**config.mk**
```make
export PLATFORM = sky130hd
export DESIGN_NAME = serial_addsub
export DESIGN_NICKNAME = d
export VERILOG_FILES = /design/src/rtl/serial_addsub.sv
export SDC_FILE = /design/constraint.sdc
export NUM_CORES = 1
export LEC_CHECK = 0
export ABC_AREA = 1
export BUFFER_PORTS_ARGS = -buffer_cell sky130_fd_sc_hd__buf_2
export CAP_MARGIN = 15
export CORE_AREA = 2 2 67 69
export CTS_CLUSTER_SIZE = 16
export DETAILED_ROUTE_END_ITERATION = 12
export DIE_AREA = 0 0 69 71
export PLACE_DENSITY = 0.77
export SETUP_SLACK_MARGIN = 0.4
export SLEW_MARGIN = 10
export SYNTH_ARGS = -nofsm -noshare
export SYNTH_HDL_FRONTEND = slang
export SYNTH_SLANG_ARGS = --single-unit
```
**constraint.sdc**
```tcl
create_clock -name clk -period 1.7 [get_ports clk]
set_clock_uncertainty 0.15 [all_clocks]
set_input_delay 0.255 -clock clk [delete_from_list [all_inputs] [get_ports clk]]
set_output_delay 0.255 -clock clk [all_outputs]
set_load 0.01 [all_outputs]
```
**src/rtl/serial_addsub.sv**
```systemverilog
`default_nettype none
// ============================================================================
//  Module   : serial_addsub
//  Purpose  : Bit-serial WIDTH-bit adder/subtractor built on one reused
//             full-adder cell, with carry/overflow flags and start/busy/done.
//  Revision : 1.0  initial release
// ============================================================================
module serial_addsub #(
    parameter int WIDTH = 8,
    parameter int CNT_W = $clog2(WIDTH + 1)
) (
    input  logic             clk,
    input  logic             rst,
    input  logic             start,
    input  logic             sub,
    input  logic [WIDTH-1:0] a,
    input  logic [WIDTH-1:0] b,
    output logic [WIDTH-1:0] sum,
    output logic             carry_out,
    output logic             overflow,
    output logic             busy,
    output logic             done
);

    localparam logic [1:0]       c_IDLE     = 2'd0;
    localparam logic [1:0]       c_RUN      = 2'd1;
    localparam logic [1:0]       c_DONE     = 2'd2;
    localparam logic [CNT_W-1:0] c_LAST_BIT = CNT_W'(WIDTH - 1);

    logic [1:0]       r_state;
    logic [1:0]       w_state_next;
    logic [WIDTH-1:0] r_opa;
    logic [WIDTH-1:0] r_opb;
    logic             r_carry;
    logic [CNT_W-1:0] r_cnt;
    logic [WIDTH-2:0] r_shift;
    logic [WIDTH-1:0] r_sum;
    logic             r_carry_out;
    logic             r_overflow;

    logic             w_accept;
    logic             w_run;
    logic             w_last;
    logic             w_s;
    logic             w_c;
    logic [WIDTH-1:0] w_shift_cat;

    assign w_accept    = (r_state == c_IDLE) && start;
    assign w_run       = (r_state == c_RUN);
    assign w_last      = w_run && (r_cnt == c_LAST_BIT);

    // The single full-adder cell: half-adder pair plus majority carry.
    assign w_s         = r_opa[0] ^ r_opb[0] ^ r_carry;
    assign w_c         = (r_opa[0] & r_opb[0]) | (r_carry & (r_opa[0] ^ r_opb[0]));

    // The shift register holds WIDTH-1 bits; the final bit completes the word.
    assign w_shift_cat = {w_s, r_shift};

    always_ff @(posedge clk) begin
        if (rst) begin
            r_state <= c_IDLE;
        end else begin
            r_state <= w_state_next;
        end
    end

    always_comb begin
        w_state_next = r_state;
        case (r_state)
            c_IDLE:  if (start)  w_state_next = c_RUN;
            c_RUN:   if (w_last) w_state_next = c_DONE;
            c_DONE:  w_state_next = c_IDLE;
            default: w_state_next = c_IDLE;
        endcase
    end

    always_comb begin
        busy = (r_state == c_RUN) || (r_state == c_DONE);
        done = (r_state == c_DONE);
    end

    always_ff @(posedge clk) begin
        if (rst) begin
            r_opa       <= '0;
            r_opb       <= '0;
            r_carry     <= 1'b0;
            r_cnt       <= '0;
            r_shift     <= '0;
            r_sum       <= '0;
            r_carry_out <= 1'b0;
            r_overflow  <= 1'b0;
        end else if (w_accept) begin
            r_opa   <= a;
            r_opb   <= sub ? ~b : b;
            r_carry <= sub;
            r_cnt   <= '0;
        end else if (w_run) begin
            r_opa   <= r_opa >> 1;
            r_opb   <= r_opb >> 1;
            r_carry <= w_c;
            r_cnt   <= r_cnt + CNT_W'(1);
            r_shift <= w_shift_cat[WIDTH-1:1];
            if (w_last) begin
                // r_carry here is still the carry into the MSB.
                r_sum       <= w_shift_cat;
                r_carry_out <= w_c;
                r_overflow  <= r_carry ^ w_c;
            end
        end
    end

    assign sum       = r_sum;
    assign carry_out = r_carry_out;
    assign overflow  = r_overflow;

endmodule
`default_nettype wire

```
=== Yosys cells after proc, flatten, opt, wreduce, memory -nomap -nowiden ===
Index checks and enable logic that the tools add are counted.

* $add $sub $neg: 1
* Eq/ne operators: 5
* Multiplexer cells: 10
* Bitwise logic cells: 8
* Reductions and logical operators: 9

{| class="wikitable"
|+ Operators with widths
! kind !! number
|-
| $mux 8 || 5
|-
| $not 8->8 || 1
|-
| $add 4x1->4 const B || 1
|-
| $eq 4x3->1 const B || 1
|-
| $mux 2 || 2
|-
| $pmux 2 s2 || 1
|-
| $reduce_and 2->1 || 2
|-
| $reduce_and 3->1 || 1
|-
| $xor 1x1->1 || 3
|-
| $and 1x1->1 || 2
|-
| $eq 2x1->1 const B || 1
|-
| $eq 2x2->1 const B || 1
|-
| $logic_and 1x1->1 || 2
|-
| $logic_not 2->1 || 1
|-
| $mux 1 || 2
|-
| $ne 2x1->1 const B || 1
|-
| $ne 2x2->1 const B || 1
|-
| $reduce_bool 2->1 || 1
|-
| $reduce_or 2->1 || 1
|-
| $logic_or 1x1->1 || 1
|-
| $not 1->1 || 1
|-
| $or 1x1->1 || 1
|}

* Register bits after elaboration: 40
* Output and inout port bits: 12
* Logic and storage cells: 42

=== Depth between registers and ports, before layout ===
* Depth after elaboration: 5
* Gate-level depth with buffers: 8

=== Least setup slack after synthesis ===
OpenSTA, ideal clock, no wires.

* Path kind: reg-to-reg
* Start point: register r_state[0]
* End point: register r_opb[5]
* Setup time: 0.116 ns
* Arrival: 1.147 ns
* Data required time: 1.434 ns
* Path slack: 0.287 ns
* Cell stages (with the launch flop): 8
* Buffers on the path: 1
* Cells stage by stage: dfxtp_1 > inv_1 > ha_1 > nand2_2 > buf_2 > nand2_1 > a21oi_1 > nor2_1

* Cells in the longest elaborated chain, start to end: 3

{| class="wikitable"
|+ Ends and longest elaborated chain
! element !! line !! text
|-
| start: declaration || 30 || <nowiki>logic [1:0] r_state;</nowiki>
|-
| start signal: assignment || 61 || <nowiki>r_state <= c_IDLE;</nowiki>
|-
| start signal: assignment || 63 || <nowiki>r_state <= w_state_next;</nowiki>
|-
| $logic_not 2->1 || 48 || <nowiki>assign w_accept = (r_state == c_IDLE) && start;</nowiki>
|-
| $logic_and 1x1->1 || 48 ||
|-
| $mux 8 / $reduce_bool 2->1 (equally long branches) || -- ||
|-
| end signal: assignment || 94 || <nowiki>r_opb <= sub ? ~b : b;</nowiki>
|-
| end signal: assignment || 99 || <nowiki>r_opb <= r_opb >> 1;</nowiki>
|-
| end: declaration || 33 || <nowiki>logic [WIDTH-1:0] r_opb;</nowiki>
|}

Parallel ways exist; a longest one is shown, timed or not.
A chain may end at the register's enable or synchronous reset.

=== Worst setup path after layout ===
* Start point: register r_state[1]
* End point: output busy

* Cells in the longest elaborated chain, start to end: 2

{| class="wikitable"
|+ Ends and longest elaborated chain
! element !! line !! text
|-
| $eq 2x1->1 / $eq 2x2->1 (equally long branches) || 78 || <nowiki>busy = (r_state == c_RUN) || (r_state == c_DONE);</nowiki>
|-
| $logic_or 1x1->1 (*) || 78 ||
|-
| end: declaration || 21 || <nowiki>output logic busy,</nowiki>
|}

Mark *: on every way between the ends. The rest lies on a longest branch, timed or not.

==> results_dict.tcl <==
set metrics [dict create \
    antenna_found_initial 0 \
    synth_fp_nets 269 \
    vias 1724 \
    synth_cell_type_count 24 \
    powerDensity_nw_per_um2 1620 \
    crit_arrival_ns 1.09 \
    ys.warnings.count 0 \
    detailed_place.area_um2 2040 \
    finalSetupTns_ns 0 \
    yosysSeqAreaShare 0.442 \
    grt_setup_unrepaired "yes" \
    clock_power_share 0.182 \
    r2r-start "r_state[0]$_SDFFE_PP0P_" \
    nFillCells 343 \
    crit_chain "inv_6 -> ha_4 -> buf_6" \
    seq_power_share 0.329 \
    fin_ws_ns 0.200 \
    netSwitchingPower_mw 1.63 \
    antenna_cells 0 \
    detail-route-antenna-nets 0 \
    post_drt_wl_per_cell_um 12.4 \
    peakVddDrop_v 0.000732 \
    r2r_setup_slack_ns 0.23 \
    port_buffers 31 \
    final_core_util 0.624 \
    hold_path_depth 3 \
    die_h_um 71 \
    ys_ff_latch 40 \
    relSlewSlack 0.790 \
    slowest_delay_ns 0.39 \
    row_count 24 \
    drc 0 \
    swShare 0.383 \
    fin_area_um2 2630 \
    max_clock_freq_mhz 667 \
    die_area_um2 4900 \
    crit_type "reg2out" \
    netlist_area_um2 1810 \
    crit_start "r_state[1]$_SDFFE_PP0P_" \
    final-setup-viol-count 0 \
    hold_buffers 0 \
    dp_hpwl_um 2450 \
    ios 32 \
    slew_violations 0 \
    crit_end "busy" \
    gp_congestion 0.796 \
    cts-root-buf "clkbuf_8" \
    grt_start_max_net_pins 18 \
    first_iter_violations 97 \
    worstRegToRegCells 8 \
    die_x_um 69 \
    clk_path_buf_depth 2 \
    synth_cells 242 \
    cts_tree "built" \
    cp.required_ns 1.29 \
    period_share 0.882 \
    fp.coreArea_um2 4200 \
    path_clk_slew_ns 0.09 \
    tightest_slew_ns 0.315 \
    drive_gt1_frac 0.422 \
    area_growth_pct 45.0 \
    hold_path.class "in2reg" \
    combPwrFrac 0.489 \
    start_kind "flop" \
    p_leak_nw 1.16 \
    cts.sinks 40 \
    avgSynthCellArea_um2 7.48 \
    post-place-ws_ns 0.169 \
    cts_buffers 5 \
    drv_cap 0 \
    internal-power_mw 2.62 \
    path_max_fanout 4 \
    clock_latency_ns 0.30 \
    hold_viol_final 0 \
    track_usage 0.168 \
    nets 320 \
    overflow 0 \
    dr.pass1.iters 4 \
    drt-total-wl_um 4300 \
    critPathSlowestCell "dfxtp_4" \
    initial_core_util 0.431 \
    vias_per_cell 4.98 \
    grt_pass1_vias 1482 \
    grt_pass1_wl_um 6680 \
    cts_htree_levels 2 \
    r2r_end "sum[7]$_SDFFE_PP0P_" \
    post-route-min-period_ns 1.50 \
    crit_path_end_kind "primary output" \
    power_mw 4.25 \
    outcome "complete, no violations" \
]
## power groups by stage
| stage | logic [mW] | clock network (mW) | registers (mW) |
|---|---|---|---|
| floorplan | 0.917 | 0 | 1.32 |
| global placement | 1.09 | 0 | 1.35 |
| detailed placement | 1.13 | 0 | 1.35 |
| CTS | 1.76 | 0.789 | 1.35 |
| global route | 2.23 | 0.840 | 1.43 |
| finish | 2.08 | 0.773 | 1.40 |
## timing repair
action,CTS,global route
cloned,3,1
endpoints found under the setup margin,42,42
hold endpoints to repair,0,0
setup buffers,9,5
gates resized for setup,39,47
pin swaps,23,21
## worst min-delay path by stage
stage / from / endpoint
after floorplan: rst / r_opa[5]$_SDFFE_PP0P_
after global placement: r_opa[7]$_SDFFE_PP0P_ / r_opa[7]$_SDFFE_PP0P_
after detailed placement: r_opb[2]$_SDFFE_PP0P_ / r_opb[2]$_SDFFE_PP0P_
after CTS: a[7] / r_opa[7]$_SDFFE_PP0P_
after global routing: a[7] / r_opa[7]$_SDFFE_PP0P_
final: a[7] / r_opa[7]$_SDFFE_PP0P_
## cells by family after synthesis
group	count (synthesis)	synth area share
AOI/OAI and AO/OA	60	0.166
xor gates and xnor gates	6	0.0290
adders and majority gates	7	0.0525
buffers and inverters	23	0.0594
DFF	40	0.442
and+or+nand+nor	106	0.251
## Yosys cell counts
| cell type | n | area [um^2] |
|---|---|---|
| clkbuf_2 | 1 | 5.00 |
| buf_4 | 2 | 15.0 |
| nor3b_1 | 1 | 7.51 |
| dfxtp_1 | 40 | 801 |
| buf_2 | 4 | 20.0 |
| ha_1 | 6 | 75.1 |
| nor2_8 | 1 | 20.0 |
| o21ai_1 | 1 | 5.00 |
| o21ai_0 | 32 | 160 |
| nand2_2 | 2 | 12.5 |
| nand3_1 | 4 | 20.0 |
| inv_1 | 12 | 45.0 |
| nand2_4 | 1 | 11.3 |
| nand2_1 | 54 | 203 |
| nand3_4 | 1 | 17.5 |
| or2_2 | 1 | 6.26 |
| clkbuf_1 | 1 | 3.75 |
| buf_6 | 1 | 11.3 |
| xor2_1 | 6 | 52.6 |
| a21oi_1 | 27 | 135 |
| fa_1 | 1 | 20.0 |
| nor3_1 | 2 | 10.0 |
| nor2_1 | 39 | 146 |
| inv_2 | 2 | 7.51 |
## metal layers
metal	up-vias	global-route usage	part of all wire
met5	-	0	0
met4	0	0.0436	0.012
met3	9	0.0570	0.047
met2	55	0.275	0.50
met1	775	0.215	0.44
li1	885	-	-
## critical path: cells and delay by family, from the launching register on
family	cells	cell delay (ns)
flops	1	0.39
fa+ha+maj	1	0.26
buf+inv	2	0.14
## state kept, by name (all words and copies together) (netlist names)
signal / count
overflow: 1
r_state: 2
r_opb: 8
r_shift: 7
r_opa: 8
r_carry: 1
carry_out: 1
r_cnt: 4
sum: 8
## cell usage in the layout (no fill, tap or decap), types with 2 or more instances in the layout
master and n:
nand3_2 3, dfxtp_1 36, nand2_1 42, buf_4 9
inv_1 7, nand2_2 9, nand2_8 4, buf_6 7
a21oi_2 11, clkbuf_8 5, ha_1 2, dfxtp_2 3
xor2_1 6, o21ai_0 11, buf_2 30, inv_4 3
ha_4 3, nor2_1 36, a21oi_1 16, nor2_2 2
o21ai_2 11, buf_12 3, clkinvlp_4 3, nor3_1 2
o21ai_1 11, nand2_4 5
## metrics by stage
step / instances / hold slack [ns]
floorplan: 242 / 0.174
global placement: 320 / 0.300
detailed placement: 320 / 0.302
CTS: 340 / 0.0563
global route: 346 / 0.0816
finish: 346 / 0.0731
## layout make-up
type | count | area [um^2] | area share
clock inverter | 3 | 42.5 | 0.0162
sequential | 40 | 808 | 0.308
inverter | 14 | 72.6 | 0.0276
timing repair buffer | 50 | 384 | 0.146
clock buffer | 5 | 68.8 | 0.0262
tap | 52 | 65.1 | 0.0248
multi-input combinational | 182 | 1180 | 0.451
No activity file was read; power rests on OpenSTA's default activity.
